==> config.mk <==
export PLATFORM = sky130hd
export DESIGN_NAME = load_store_unit
export DESIGN_NICKNAME = d
export VERILOG_FILES = /design/src/rtl/load_store_unit.sv
export SDC_FILE = /design/constraint.sdc
export NUM_CORES = 1
export LEC_CHECK = 0
export CAP_MARGIN = 20
export CORE_MARGIN = 4
export CORE_UTILIZATION = 28
export DETAILED_ROUTE_END_ITERATION = 10
export PLACE_DENSITY = 0.83
export SYNTH_ARGS = -nofsm -noshare
export SYNTH_HDL_FRONTEND = slang
export SYNTH_SLANG_ARGS = --single-unit
==> constraint.sdc <==
create_clock -name vclk -period 2.5
set_input_delay 0.375 -clock vclk [all_inputs]
set_output_delay 0.375 -clock vclk [all_outputs]
set_load 0.01 [all_outputs]
==> src/rtl/load_store_unit.sv <==
// Load/store formatter: turns funct3 + load/store intent into memory strobes
// and sign/zero-extends the raw memory word for register write-back.
module load_store_unit #(
  parameter int XLEN = 32
) (
  input  logic              clk,
  input  logic              rst,
  input  logic              is_load,
  input  logic              is_store,
  input  logic [2:0]        fn3,
  input  logic [XLEN-1:0]   mem_dout,
  output logic              mem_r,
  output logic [XLEN/8-1:0] mem_w,
  output logic [XLEN-1:0]   load_data
);

  localparam int NB = XLEN / 8;
  localparam logic [NB-1:0] SD_MASK = (XLEN == 64) ? '1 : '0;

  logic unused_clk;
  assign unused_clk = clk;

  logic [XLEN-1:0] lw_val;
  logic [XLEN-1:0] ld_val;
  logic [XLEN-1:0] lwu_val;

  // Word/doubleword forms only differ from the raw word on RV64.
  if (XLEN == 64) begin : g_rv64
    assign lw_val  = {{32{mem_dout[31]}}, mem_dout[31:0]};
    assign ld_val  = mem_dout;
    assign lwu_val = {32'b0, mem_dout[31:0]};
  end else begin : g_rv32
    assign lw_val  = mem_dout;
    assign ld_val  = '0;
    assign lwu_val = '0;
  end

  assign mem_r = is_load & ~rst;

  always_comb begin
    mem_w = '0;
    if (is_store && !rst) begin
      case (fn3)
        3'b000:  mem_w = NB'(1);
        3'b001:  mem_w = NB'(3);
        3'b010:  mem_w = NB'(15);
        3'b011:  mem_w = SD_MASK;
        default: mem_w = '0;
      endcase
    end
  end

  always_comb begin
    load_data = '0;
    case (fn3)
      3'b000:  load_data = {{(XLEN-8){mem_dout[7]}}, mem_dout[7:0]};
      3'b001:  load_data = {{(XLEN-16){mem_dout[15]}}, mem_dout[15:0]};
      3'b010:  load_data = lw_val;
      3'b011:  load_data = ld_val;
      3'b100:  load_data = {{(XLEN-8){1'b0}}, mem_dout[7:0]};
      3'b101:  load_data = {{(XLEN-16){1'b0}}, mem_dout[15:0]};
      3'b110:  load_data = lwu_val;
      default: load_data = '0;
    endcase
  end

endmodule

==> results of run 1 <==
==> per-stage QoR <==
step	setup TNS, ns	hold WS, ns
after floorplan	0	0.796
after global placement	-1.34	1.73
after detailed placement	-2.02	1.73
after CTS	-0.310	1.56
after global routing	0	1.46
final	0	1.42
==> final cells by class <==
cell class	instances	area, um^2	share of cell area (%)
well taps	28	35.0	2.44
repair buffers	86	830	57.9
multi-input cells	52	483	33.7
inverters	23	86.3	6.02
==> per-layer routing <==
layer,vias up,global-route usage (%),wire (um)
met5,-,0,0
met4,0,0,0
met3,0,4.37,284
met2,46,28.7,1420
met1,433,17.6,984
li1,463,-,-
==> cells by family after synthesis <==
kind of cell / synth area share, %
and+or+nand+nor: 30.2
buffers and inverters: 27.9
muxes: 2.09
AOI/OAI and AO/OA: 39.8
==> synth_stat cells, types with 2 or more instances <==
| cell type | number |
|---|---|
| o32ai_1 | 16 |
| o211ai_2 | 8 |
| buf_6 | 5 |
| nand4bb_1 | 3 |
| a21oi_2 | 2 |
| or4bb_1 | 5 |
| and2_1 | 8 |
| buf_2 | 6 |
| inv_1 | 23 |
==> critical path, cell delays in order <==
cell	delay [ns]
clkdlybuf4s50_1	0.46
or4b_4	0.62
o211ai_2	0.08
clkdlybuf4s50_1	0.55
==> power groups by stage <==
stage	clock network (uW)	logic [uW]	registers (uW)
floorplan	0	104	0
global placement	0	248	0
detailed placement	0	253	0
CTS	0	241	0
global route	0	256	0
finish	0	239	0
==> timing repair <==
item / 4_1_cts / 5_1_grt
pin swaps: 0 / 0
resized for setup: 21 / 10
cloned: 0 / 0
hold endpoints to repair: 0 / 0
endpoints found under the setup margin: 31 / 16
setup buffers: 1 / 0
==> how the worst min path moves through the flow <==
stage	to	from	cells past startpoint
detailed placement	load_data[6]	mem_dout[6]	3
CTS	load_data[26]	mem_dout[26]	4
floorplan	mem_r	rst	1
global placement	mem_r	is_load	3
global route	mem_w[0]	fn3[0]	5
finish	mem_w[0]	fn3[0]	5
==> impl_metrics.csv, run 1 <==
group,metric,value,unit
synthesis,synth_cells,88,
detailed_routing,drc,0,
final_layout,mostFrequentLayoutCells,"48 x clkdlybuf4s50_1, 23 x inv_1, 20 x dlygate4sd2_1",
critical_path,crit_start,"fn3[1]",
detailed_routing,drt_iter0_drc,25,
final_layout,clkbuf_count,0,
critical_path,critPathArrivalTime,2.08,ns
synthesis,yosysUniqueCellTypes,21,
timing,rsz0062_at_grt,"false",
detailed_routing,drt-vias-per-instance,4.98,
placement,portBuffers,75,
placement,dp.cells,188,
pwr,pwr-share-clk,0,%
timing,setup_ws,0.0420,ns
pwr,power,239,uW
pwr,p_per_area,167,mW/mm^2
timing,finalMaxSlewViolations,0,
global_route,gr-total-overflow,0,
placement,place_ws,-0.120,ns
pwr,seqPwrFrac,0,%
floorplan,rows,17,
timing,setup_viol,0,
final_layout,final_cells,189,
pwr,p_sw_share,40.7,%
pwr,irDropWorstVdd,93.5,uV
timing,period_share,98.3,%
pwr,p_sw,97.5,uW
final_layout,fin_nets,202,
detailed_routing,wl,2690,um
floorplan,start_util,29.5,%
placement,place_area,0.00142,mm^2
final_layout,finish.utilization,64.2,%
placement,gp_congestion,0.731,
synthesis,yosys-top-cells-area,"o32ai_1 21%, o211ai_2 15%, inv_1 13%",
critical_path,critPathKind,"in2out",
pwr,p_leak,0.000781,uW
timing,clock.fmax,407,MHz
synthesis,syn_avg_cell_area,7.49,um^2
global_route,grt_pass1_vias,880,
timing,worstMarginPinSlew,0.289,ns
clock_tree,hold_buffers,0,
synthesis,yosysTopAreaCell,"o32ai_1",
timing,slew-limit-headroom,80.8,%
detailed_routing,dr.pass1.iters,4,
floorplan,dieArea,0.00320,mm^2
final_layout,final_common_cell,"clkdlybuf4s50_1",
status,status,"complete, no violations",
timing,finalCriticalPeriod,2.46,ns
detailed_routing,wire_per_inst,14.2,um
critical_path,crit_end,"load_data[10]",
floorplan,fp.coreArea,0.00223,mm^2
pwr,power_frac_comb,100.0,%
floorplan,die_y,56.5,um
synthesis,syn_area,659,um^2
placement,hpwl,2220,um
global_route,antenna_found_initial,0,
global_route,grt_first_pass_wirelength,4100,um
pwr,internal_power,142,uW
critical_path,critPathCaptureType,"output pin",
critical_path,required,2.12,ns
synthesis,ys_seq_area_share,0,%
worst_hold_path,hold_class,"in2out",
final_layout,antenna_cells,0,
synthesis,synth_nets,127,
synthesis,netlist.area_leader.share,21.3,%
critical_path,critPathMaxFanout,5,
final_layout,postLayoutCellArea,0.00143,mm^2
timing,hold_viol,0,
final_layout,fillers,205,
final_layout,seq_area,0,um^2
synthesis,yosys_warnings,0,
detailed_routing,ant_nets,0,
floorplan,die_w,56.5,um
job,max-cap-violations,0,
global_route,grt_max_degree,19,
detailed_routing,vias,942,
final_layout,areaGrowthSynthToFinish,117,%
floorplan,io_pins,76,
critical_path,cp-start-kind,"primary input",
final_layout,drive_above_1_share,16.8,%
final_layout,seq_cells,0,
global_route,grt_usage,15.2,%
Power figures use the tool's default switching activity.
==> inputs of run 2 (changes only) <==
--- a/config.mk
+++ b/config.mk
@@ -5,10 +5,11 @@
 export SDC_FILE = /design/constraint.sdc
 export NUM_CORES = 1
 export LEC_CHECK = 0
-export CAP_MARGIN = 20
+export CAP_MARGIN = 15
 export CORE_MARGIN = 4
 export CORE_UTILIZATION = 28
 export DETAILED_ROUTE_END_ITERATION = 10
+export GPL_TIMING_DRIVEN = 0
 export PLACE_DENSITY = 0.83
 export SYNTH_ARGS = -nofsm -noshare
 export SYNTH_HDL_FRONTEND = slang
==> run 2 against run 1 <==
Net effect: total power decreased by 0.41%; fmax increased by 2.9%; first-iteration DRC count decreased by 48%; global-route usage increased by 0.19 points; combinational power about the same.
==> impl_metrics.csv, run 2 (same netlist as run 1, synthesis figures left out) <==
group,metric,value,unit
worst_hold_path,hold-path-endpoint,"load_data[14]",
floorplan,start_util,29.5,%
clock_tree,post_cts_buffers,0,
final_layout,fin_nets,203,
detailed_routing,drt_iter0_drc,13,
critical_path,critPathCaptureType,"output pin",
global_route,gr-total-overflow,0,
final_layout,seq_cells,0,
timing,rsz0062_at_grt,"false",
floorplan,io_pins,76,
final_layout,final_common_cell,"clkdlybuf4s50_1",
critical_path,crit_chain,"clkdlybuf4s50_1 > or3b_4 > nor2_1 > buf_4 > clkdlybuf4s50_1",
detailed_routing,drc,0,
final_layout,drive_above_1_share,15.4,%
critical_path,crit_buf_inv,3,
timing,period_share,95.6,%
critical_path,cp-start-kind,"primary input",
final_layout,finish.utilization,63.8,%
timing,clock.fmax,419,MHz
worst_hold_path,min-delay-start,"fn3[2]",
final_layout,seq_area,0,um^2
global_route,grt_usage,15.3,%
placement,gp_congestion,0.728,
pwr,p_per_area,167,mW/mm^2
timing,slew-limit-headroom,74.0,%
detailed_routing,wl,2640,um
floorplan,dieArea,0.00320,mm^2
critical_path,critPathMostFrequentCell,"clkdlybuf4s50_1",
floorplan,die_y,56.5,um
global_route,grt_max_degree,11,
detailed_routing,dr.pass1.iters,4,
status,status,"complete, no violations",
global_route,grt_pass1_vias,894,
timing,hold_viol,0,
placement,portBuffers,74,
final_layout,final_cells,190,
final_layout,fillers,207,
pwr,p_leak,0.000678,uW
critical_path,max_stage_delay,0.52,ns
global_route,grt_first_pass_wirelength,4170,um
critical_path,crit_family,"buffers and inverters",
timing,setup_viol,0,
critical_path,critPathArrivalTime,2.01,ns
timing,finalMaxSlewViolations,0,
critical_path,critPathMaxFanout,3,
critical_path,critPathKind,"in2out",
job,max-cap-violations,0,
timing,worstMarginPinSlew,0.388,ns
detailed_routing,ant_nets,0,
critical_path,slowest_stage,"clkdlybuf4s50_1",
worst_hold_path,hold_class,"in2out",
timing,finalCriticalPeriod,2.39,ns
final_layout,areaGrowthSynthToFinish,116,%
floorplan,die_w,56.5,um
final_layout,postLayoutCellArea,0.00143,mm^2
floorplan,rows,17,
detailed_routing,vias,927,
floorplan,fp.coreArea,0.00223,mm^2
final_layout,clkbuf_count,0,
critical_path,required,2.12,ns
final_layout,mostFrequentLayoutCells,"54 x clkdlybuf4s50_1, 23 x inv_1, 19 x dlygate4sd2_1",
detailed_routing,wire_per_inst,13.9,um
worst_hold_path,whs_path_depth,4,
pwr,irDropWorstVdd,88.2,uV
final_layout,multi_input_area,484,um^2
placement,hpwl,2180,um
placement,place_area,0.00144,mm^2
detailed_routing,drt-vias-per-instance,4.88,
placement,dp.cells,190,
final_layout,antenna_cells,0,
global_route,antenna_found_initial,0,
## run 2: area by class of cell
type / instances / share of cell area (%)
inverter: 23 / 6.06
multi-input combinational: 52 / 34.0
timing repair buffer: 74 / 50.5
buffer: 13 / 7.02
tap: 28 / 2.46
## run 2: what timing repair did
action	CTS	global route
hold buffers	0	0
resized for setup	21	1
setup endpoints to repair	28	3
## run 2: how the worst max path moves through the flow
stage	startpoint	end	slack, ns	cells after the start
finish	is_store	mem_w[3]	0.11	5
global route	fn3[0]	mem_w[3]	0.01	7
CTS	fn3[1]	mem_w[3]	0.01	7
detailed placement	fn3[0]	load_data[20]	-0.15	5
global placement	fn3[0]	load_data[16]	-0.13	5
floorplan	fn3[2]	mem_w[3]	0.74	5
## run 2: layer usage
| layer | track usage, % | wire length [um] | share of wire (%) | vias up |
|---|---|---|---|---|
| li1 | - | - | - | 465 |
| met1 | 19.2 | 1060 | 40 | 417 |
| met2 | 27.4 | 1310 | 50 | 43 |
| met3 | 3.68 | 247 | 9.4 | 2 |
| met4 | 1.02 | 21 | 0.80 | 0 |
| met5 | 0 | 0 | 0 | - |
## run 2: through the flow
stage | setup TNS (ns) | hold WS (ns) | worst slack, ns | total power (uW)
6_report | 0 | 1.36 | 0.111 | 238
5_1_grt | 0 | 1.37 | 0.0129 | 256
4_1_cts | 0 | 1.36 | 0.0112 | 240
3_5_place_dp | -3.04 | 1.55 | -0.152 | 252
3_3_place_gp | -1.94 | 1.54 | -0.127 | 248
2_1_floorplan | 0 | 0.796 | 0.738 | 104
## run 2: power breakdown
part	leakage, uW	switching [uW]	internal, uW
sequential	0	0	0
clock	0	0	0
combinational	0.000678	97.1	141
